$ cat src/rtl/scan_pkg.sv
// Shared types and {Test,Load} mode encodings for the scan-chain sequencer.
package scan_pkg;

  typedef enum logic [2:0] {
    IDLE,
    SHIFT_IN,
    CAPTURE,
    SHIFT_OUT,
    DONE
  } scan_state_t;

  localparam logic [1:0] HOLD  = 2'b00;
  localparam logic [1:0] CAPT  = 2'b01;
  localparam logic [1:0] SHIFT = 2'b10;

endpackage

$ cat src/rtl/scan_shreg.sv
// Parallel-load, right-shift register; serial input enters at the MSB and the serial output is o_q[0].
module scan_shreg #(
  parameter int CHAIN_LEN = 8
) (
  input  logic                 i_clk,
  input  logic                 i_rst,
  input  logic                 i_load,
  input  logic [CHAIN_LEN-1:0] i_load_val,
  input  logic                 i_shift,
  input  logic                 i_sin,
  output logic [CHAIN_LEN-1:0] o_q
);

  logic [CHAIN_LEN-1:0] r_q;

  // Load has priority over shift so a new sequence always starts from a clean pattern.
  always_ff @(posedge i_clk or posedge i_rst) begin
    if (i_rst) begin
      r_q <= '0;
    end else if (i_load) begin
      r_q <= i_load_val;
    end else if (i_shift) begin
      r_q <= {i_sin, r_q[CHAIN_LEN-1:1]};
    end
  end

  assign o_q = r_q;

endmodule

$ cat src/rtl/scan_chain_ctrl.sv
// Scan-chain sequencer: shift pattern in, one capture cycle, shift result out.
// Optional SCAN_CHAIN_CTRL_COMPARE_EN adds i_expected/o_fail result comparison.
module scan_chain_ctrl #(
  parameter int CHAIN_LEN = 8
) (
  input  logic                 i_clock,
  input  logic                 i_reset,
  input  logic                 i_start,
  input  logic [CHAIN_LEN-1:0] i_pattern,
  input  logic                 i_sdo,
  output logic                 o_test,
  output logic                 o_load,
  output logic                 o_sdi,
  output logic [CHAIN_LEN-1:0] o_result,
  output logic                 o_busy,
`ifdef SCAN_CHAIN_CTRL_COMPARE_EN
  output logic                 o_done,
  input  logic [CHAIN_LEN-1:0] i_expected,
  output logic                 o_fail
`else
  output logic                 o_done
`endif
);
  import scan_pkg::*;

  localparam int             CW   = $clog2(CHAIN_LEN + 1);
  localparam logic [CW-1:0]  LAST = CW'(CHAIN_LEN - 1);

  scan_state_t          r_state;
  scan_state_t          w_state_next;
  logic [CW-1:0]        r_cnt;
  logic [1:0]           w_mode;
  logic                 w_accept;
  logic [CHAIN_LEN-1:0] w_pat_q;
  logic                 w_unused_pat_hi;

  assign w_accept = (r_state == IDLE) && i_start;

  always_ff @(posedge i_clock or posedge i_reset) begin
    if (i_reset) begin
      r_state <= IDLE;
      r_cnt   <= '0;
    end else begin
      r_state <= w_state_next;
      case (r_state)
        SHIFT_IN, SHIFT_OUT: r_cnt <= r_cnt + 1'b1;
        default:             r_cnt <= '0;
      endcase
    end
  end

  always_comb begin
    w_state_next = r_state;
    case (r_state)
      IDLE:      if (i_start)        w_state_next = SHIFT_IN;
      SHIFT_IN:  if (r_cnt == LAST)  w_state_next = CAPTURE;
      CAPTURE:                       w_state_next = SHIFT_OUT;
      SHIFT_OUT: if (r_cnt == LAST)  w_state_next = DONE;
      DONE:                          w_state_next = IDLE;
      default:                       w_state_next = IDLE;
    endcase
  end

  always_comb begin
    w_mode = HOLD;
    o_busy = 1'b1;
    o_done = 1'b0;
    case (r_state)
      IDLE:                w_mode = HOLD;
      SHIFT_IN, SHIFT_OUT: w_mode = SHIFT;
      CAPTURE:             w_mode = CAPT;
      DONE:                o_done = 1'b1;
      default:             w_mode = HOLD;
    endcase
    if (r_state == IDLE) o_busy = 1'b0;
  end

  assign o_test = w_mode[1];
  assign o_load = w_mode[0];

  scan_shreg #(.CHAIN_LEN(CHAIN_LEN)) u_pat_shreg (
    .i_clk      (i_clock),
    .i_rst      (i_reset),
    .i_load     (w_accept),
    .i_load_val (i_pattern),
    .i_shift    (r_state == SHIFT_IN),
    .i_sin      (1'b0),
    .o_q        (w_pat_q)
  );

  // Only the LSB feeds the chain; the upper bits are internal shift storage.
  assign w_unused_pat_hi = ^w_pat_q[CHAIN_LEN-1:1];
  assign o_sdi           = (r_state == SHIFT_IN) && w_pat_q[0];

  scan_shreg #(.CHAIN_LEN(CHAIN_LEN)) u_res_shreg (
    .i_clk      (i_clock),
    .i_rst      (i_reset),
    .i_load     (1'b0),
    .i_load_val ('0),
    .i_shift    (r_state == SHIFT_OUT),
    .i_sin      (i_sdo),
    .o_q        (o_result)
  );

`ifdef SCAN_CHAIN_CTRL_COMPARE_EN
  logic [CHAIN_LEN-1:0] r_expected;
  logic                 r_fail;

  always_ff @(posedge i_clock or posedge i_reset) begin
    if (i_reset) begin
      r_expected <= '0;
      r_fail     <= 1'b0;
    end else begin
      if (w_accept)          r_expected <= i_expected;
      if (r_state == DONE)   r_fail     <= |(o_result ^ r_expected);
    end
  end

  assign o_fail = r_fail;
`endif

endmodule
$ cat config.mk
export PLATFORM = sky130hd
export DESIGN_NAME = scan_chain_ctrl
export DESIGN_NICKNAME = d
export VERILOG_FILES = /design/src/rtl/scan_pkg.sv /design/src/rtl/scan_shreg.sv /design/src/rtl/scan_chain_ctrl.sv
export SDC_FILE = /design/constraint.sdc
export NUM_CORES = 1
export LEC_CHECK = 0
export CAP_MARGIN = 15
export CORE_MARGIN = 2
export CORE_UTILIZATION = 64
export DETAILED_ROUTE_END_ITERATION = 10
export DONT_BUFFER_PORTS = 1
export GPL_TIMING_DRIVEN = 1
export PLACE_DENSITY = 0.77
export REMOVE_ABC_BUFFERS = 1
export SYNTH_ARGS = -nofsm -noshare
export SYNTH_HDL_FRONTEND = slang
export SYNTH_SLANG_ARGS = --single-unit
$ cat constraint.sdc
create_clock -name i_clock -period 4.1 [get_ports i_clock]
set_input_delay 0.615 -clock i_clock [delete_from_list [all_inputs] [get_ports i_clock]]
set_output_delay 0.615 -clock i_clock [all_outputs]
set_load 0.02 [all_outputs]
==> results.md <==
- Status: completed
- Flop pwr share: 0.527
- Worst-Skew Late Latency: about 0.31 ns
- End of the critical path: o_sdi
- Critical path required time: 3.48 ns
- Sequential share of the synthesized area: 0.563
- Ant diodes: 0
- Placed cell count: 106
- Die Wd: about 44 um
- Via density: 5.79
- CP Launch Point: r_state[0]$_DFFE_PP0P_
- Routed WL per cell: 14.1 um
- Hold Fails Final Rpt: 0
- Switching Fraction: 0.424
- Final Instance Count excl. Fillers: 110
- Clock share of power: 0.121
- Period utilization: 0.541
- Cts hold-fix bufs: 0
- Pre-antenna DRT Iters: 5
- Leading post-synthesis cells by cell area: dfrtp_1 56%, mux2_2 8.8%, nand2_1 6.2%, nor2_1 4.0%, a31oi_1 3.7%
- Post-route worst setup slack: 1.88 ns
- Unrepaired setup endpoints after global routing: false
- Cells after synthesis: 95
- Clock skew: 0.00388 ns
- Initial Utilization: 0.679
- Largest net degree at the start of global routing: 24
- Worst Setup Start Kind: flip-flop
- Worst-Margin Slew: 0.838 ns
- Final Core Density: 0.684
- Final HPWL DP: 1100 um
- Rel. slew slack: 0.441
- FF+latch count, synth: 23
- Vias: 637
- Bufs on Longest Clock Path: 2
- R2R depth: 4
- GRT Overall Usage: 0.198
- CTS tree: built
- Post-synth top area share: 0.563
- Clock transition at path regs: 0.12 ns
- Pwr/cell area: between 800 and 900 nW/um^2
- Starting DRT DRC Count: 7
- Grt total ovfl: 0
- Slew Limit Fails: 0
- Worst vdd ir: 456 uV
- Die height: 44.0 um
- CTS Root Cell: clkbuf_4
- Crit Path Max Fanout: 9
- Core area: 1510 sq um
- WP data arrival: 1.60 ns
- Gate power share: 0.353
- Post-CTS setup buffers: 0
- Syn Area/Cell: 10.8 sq um
- Final nets: 108
- Num CTS Buffers: 3
- Die area: 1930 sq um
- IO buf count: 0
- Share of layout cells above drive strength 1: 0.160
- H-tree depth: 1
- Worst r2r dst: u_res_shreg.o_q[0]$_DFFE_PP0N_
- Gates resized, CTS repair: 0
- Post-route ant nets: 0
- Initial antenna violation count: 0
- Max Cap Viol: 0
- First-pass GRT wire length: roughly 2700 um
- DP Worst Slack: ~2.3 ns
- Tmin final: 2.22 ns
- Ys Warns: 0
- Layout area overhead: 0.857%
- R2R Path Start: r_state[2]$_DFFE_PP0P_
- Top Ports: 25
- R2r setup slk: 2.42 ns
- Residual DRC: 0
- Critical path capture point type: output port
- Yosys cell types: 27
- Sink Count: 23
- Setup_tns: 0 ns
- Cell row count: 14
- Max Freq: 0.451 GHz
- HP Class: in -> async
- Internal Power: 0.499 mW
- Vias in the first global route: 630
- Cell accounting for the most synthesized area: dfrtp_1
- Final setup violation count: 0
- Leakage power: 0.462 nW
- Final Wtd Congestion: 0.747
- Drt total wl: 1550 um
- CP Class: reg -> out
- Sw Pwr: 0.368 mW
- Mapped Area: 1020 sq um
per-layer routing:
metal | track usage | routed length (um) | vias to the layer above
li1 | - | - | 320
met1 | 0.257 | 715 | 290
met2 | 0.294 | 684 | 22
met3 | 0.0458 | 108 | 5
met4 | 0.133 | 44 | 0
met5 | 0 | 0 | -
area by class of cell:
class / count / area, sq um
flip-flops and latches: 23 / 576
multi-input cells: 64 / 397
clock inverters: 1 / 5.00
fillers: 126 / 475
inverters: 3 / 11.3
clock buffers: 3 / 22.5
well taps: 16 / 20.0
state kept, by name (all words and copies together) (netlist names):
signal           cells
u_res_shreg.o_q      8
r_state              3
r_cnt                4
u_pat_shreg.o_q      8
critical path, cell delays in order, from the launching register on:
cell	delay, ns
dfrtp_1	0.49
nor3b_2	0.49
and2_1	0.32
cells by family (layout without fill, tap and decap cells):
family | count (synthesis) | count (layout) | share of synthesized area
compound gates | 9 | 9 | 0.0587
xor+xnor | 2 | 2 | 0.0171
simple gates | 44 | 44 | 0.212
flops | 23 | 23 | 0.563
buf+inv | 8 | 7 | 0.0490
mux | 8 | 8 | 0.0881
fa+ha+maj | 1 | 1 | 0.0122
stage by stage:
stage,hold WS (ns),area [sq um],power [mW]
floorplan,0.433,983,0.702
global placement,0.454,1000,0.754
detailed placement,0.454,1000,0.770
CTS,0.367,1030,0.875
global route,0.417,1030,0.937
finish,0.338,1030,0.867
power by group through the flow:
stage                     clock network (mW)  registers [mW]  logic, mW
after floorplan                            0           0.440      0.262
after global placement                     0           0.457      0.298
after detailed placement                   0           0.463      0.307
after CTS                              0.109           0.457      0.309
after global routing                   0.114           0.471      0.353
final                                  0.105           0.457      0.306
cells in the final DEF (no fill, tap or decap), types with 2 or more instances in the layout:
cell type  synthesis  final
dfrtp_1           23     23
nand2_1           17     17
nor2_1            11     11
mux2_2             8      8
a31oi_1            6      6
inv_1              3      3
nor3_1             3      3
clkbuf_4           0      3
nand2b_1           2      2
nand3_1            2      2
and2_1             2      2
cells in the mapped netlist:
master / count
o21ai_1: 1
mux2_2: 8
dfrtp_1: 23
o21ai_0: 1
ha_1: 1
nand3_1: 2
or3b_1: 1
nor2_2: 1
nor3b_1: 1
inv_1: 3
xnor2_1: 1
buf_6: 2
buf_1: 1
nand2_1: 17
and2_1: 2
a31oi_2: 1
nor3_1: 3
buf_4: 1
and4b_1: 1
or4b_1: 1
or3_1: 1
nor2_1: 11
buf_2: 1
nor3b_2: 1
a31oi_1: 6
nand2b_1: 2
xor2_1: 1
worst min-delay path by stage:
stage	endpoint	slack, ns	cells past startpoint
detailed placement	r_cnt[0]$_DFF_PP0_	0.45	1
finish	u_res_shreg.o_q[4]$_DFFE_PP0N_	0.34	1
floorplan	r_cnt[0]$_DFF_PP0_	0.43	1
global route	u_res_shreg.o_q[6]$_DFFE_PP0N_	0.42	1
CTS	u_res_shreg.o_q[4]$_DFFE_PP0N_	0.37	1
global placement	r_cnt[0]$_DFF_PP0_	0.45	1
(Power assumes the default switching activity.)
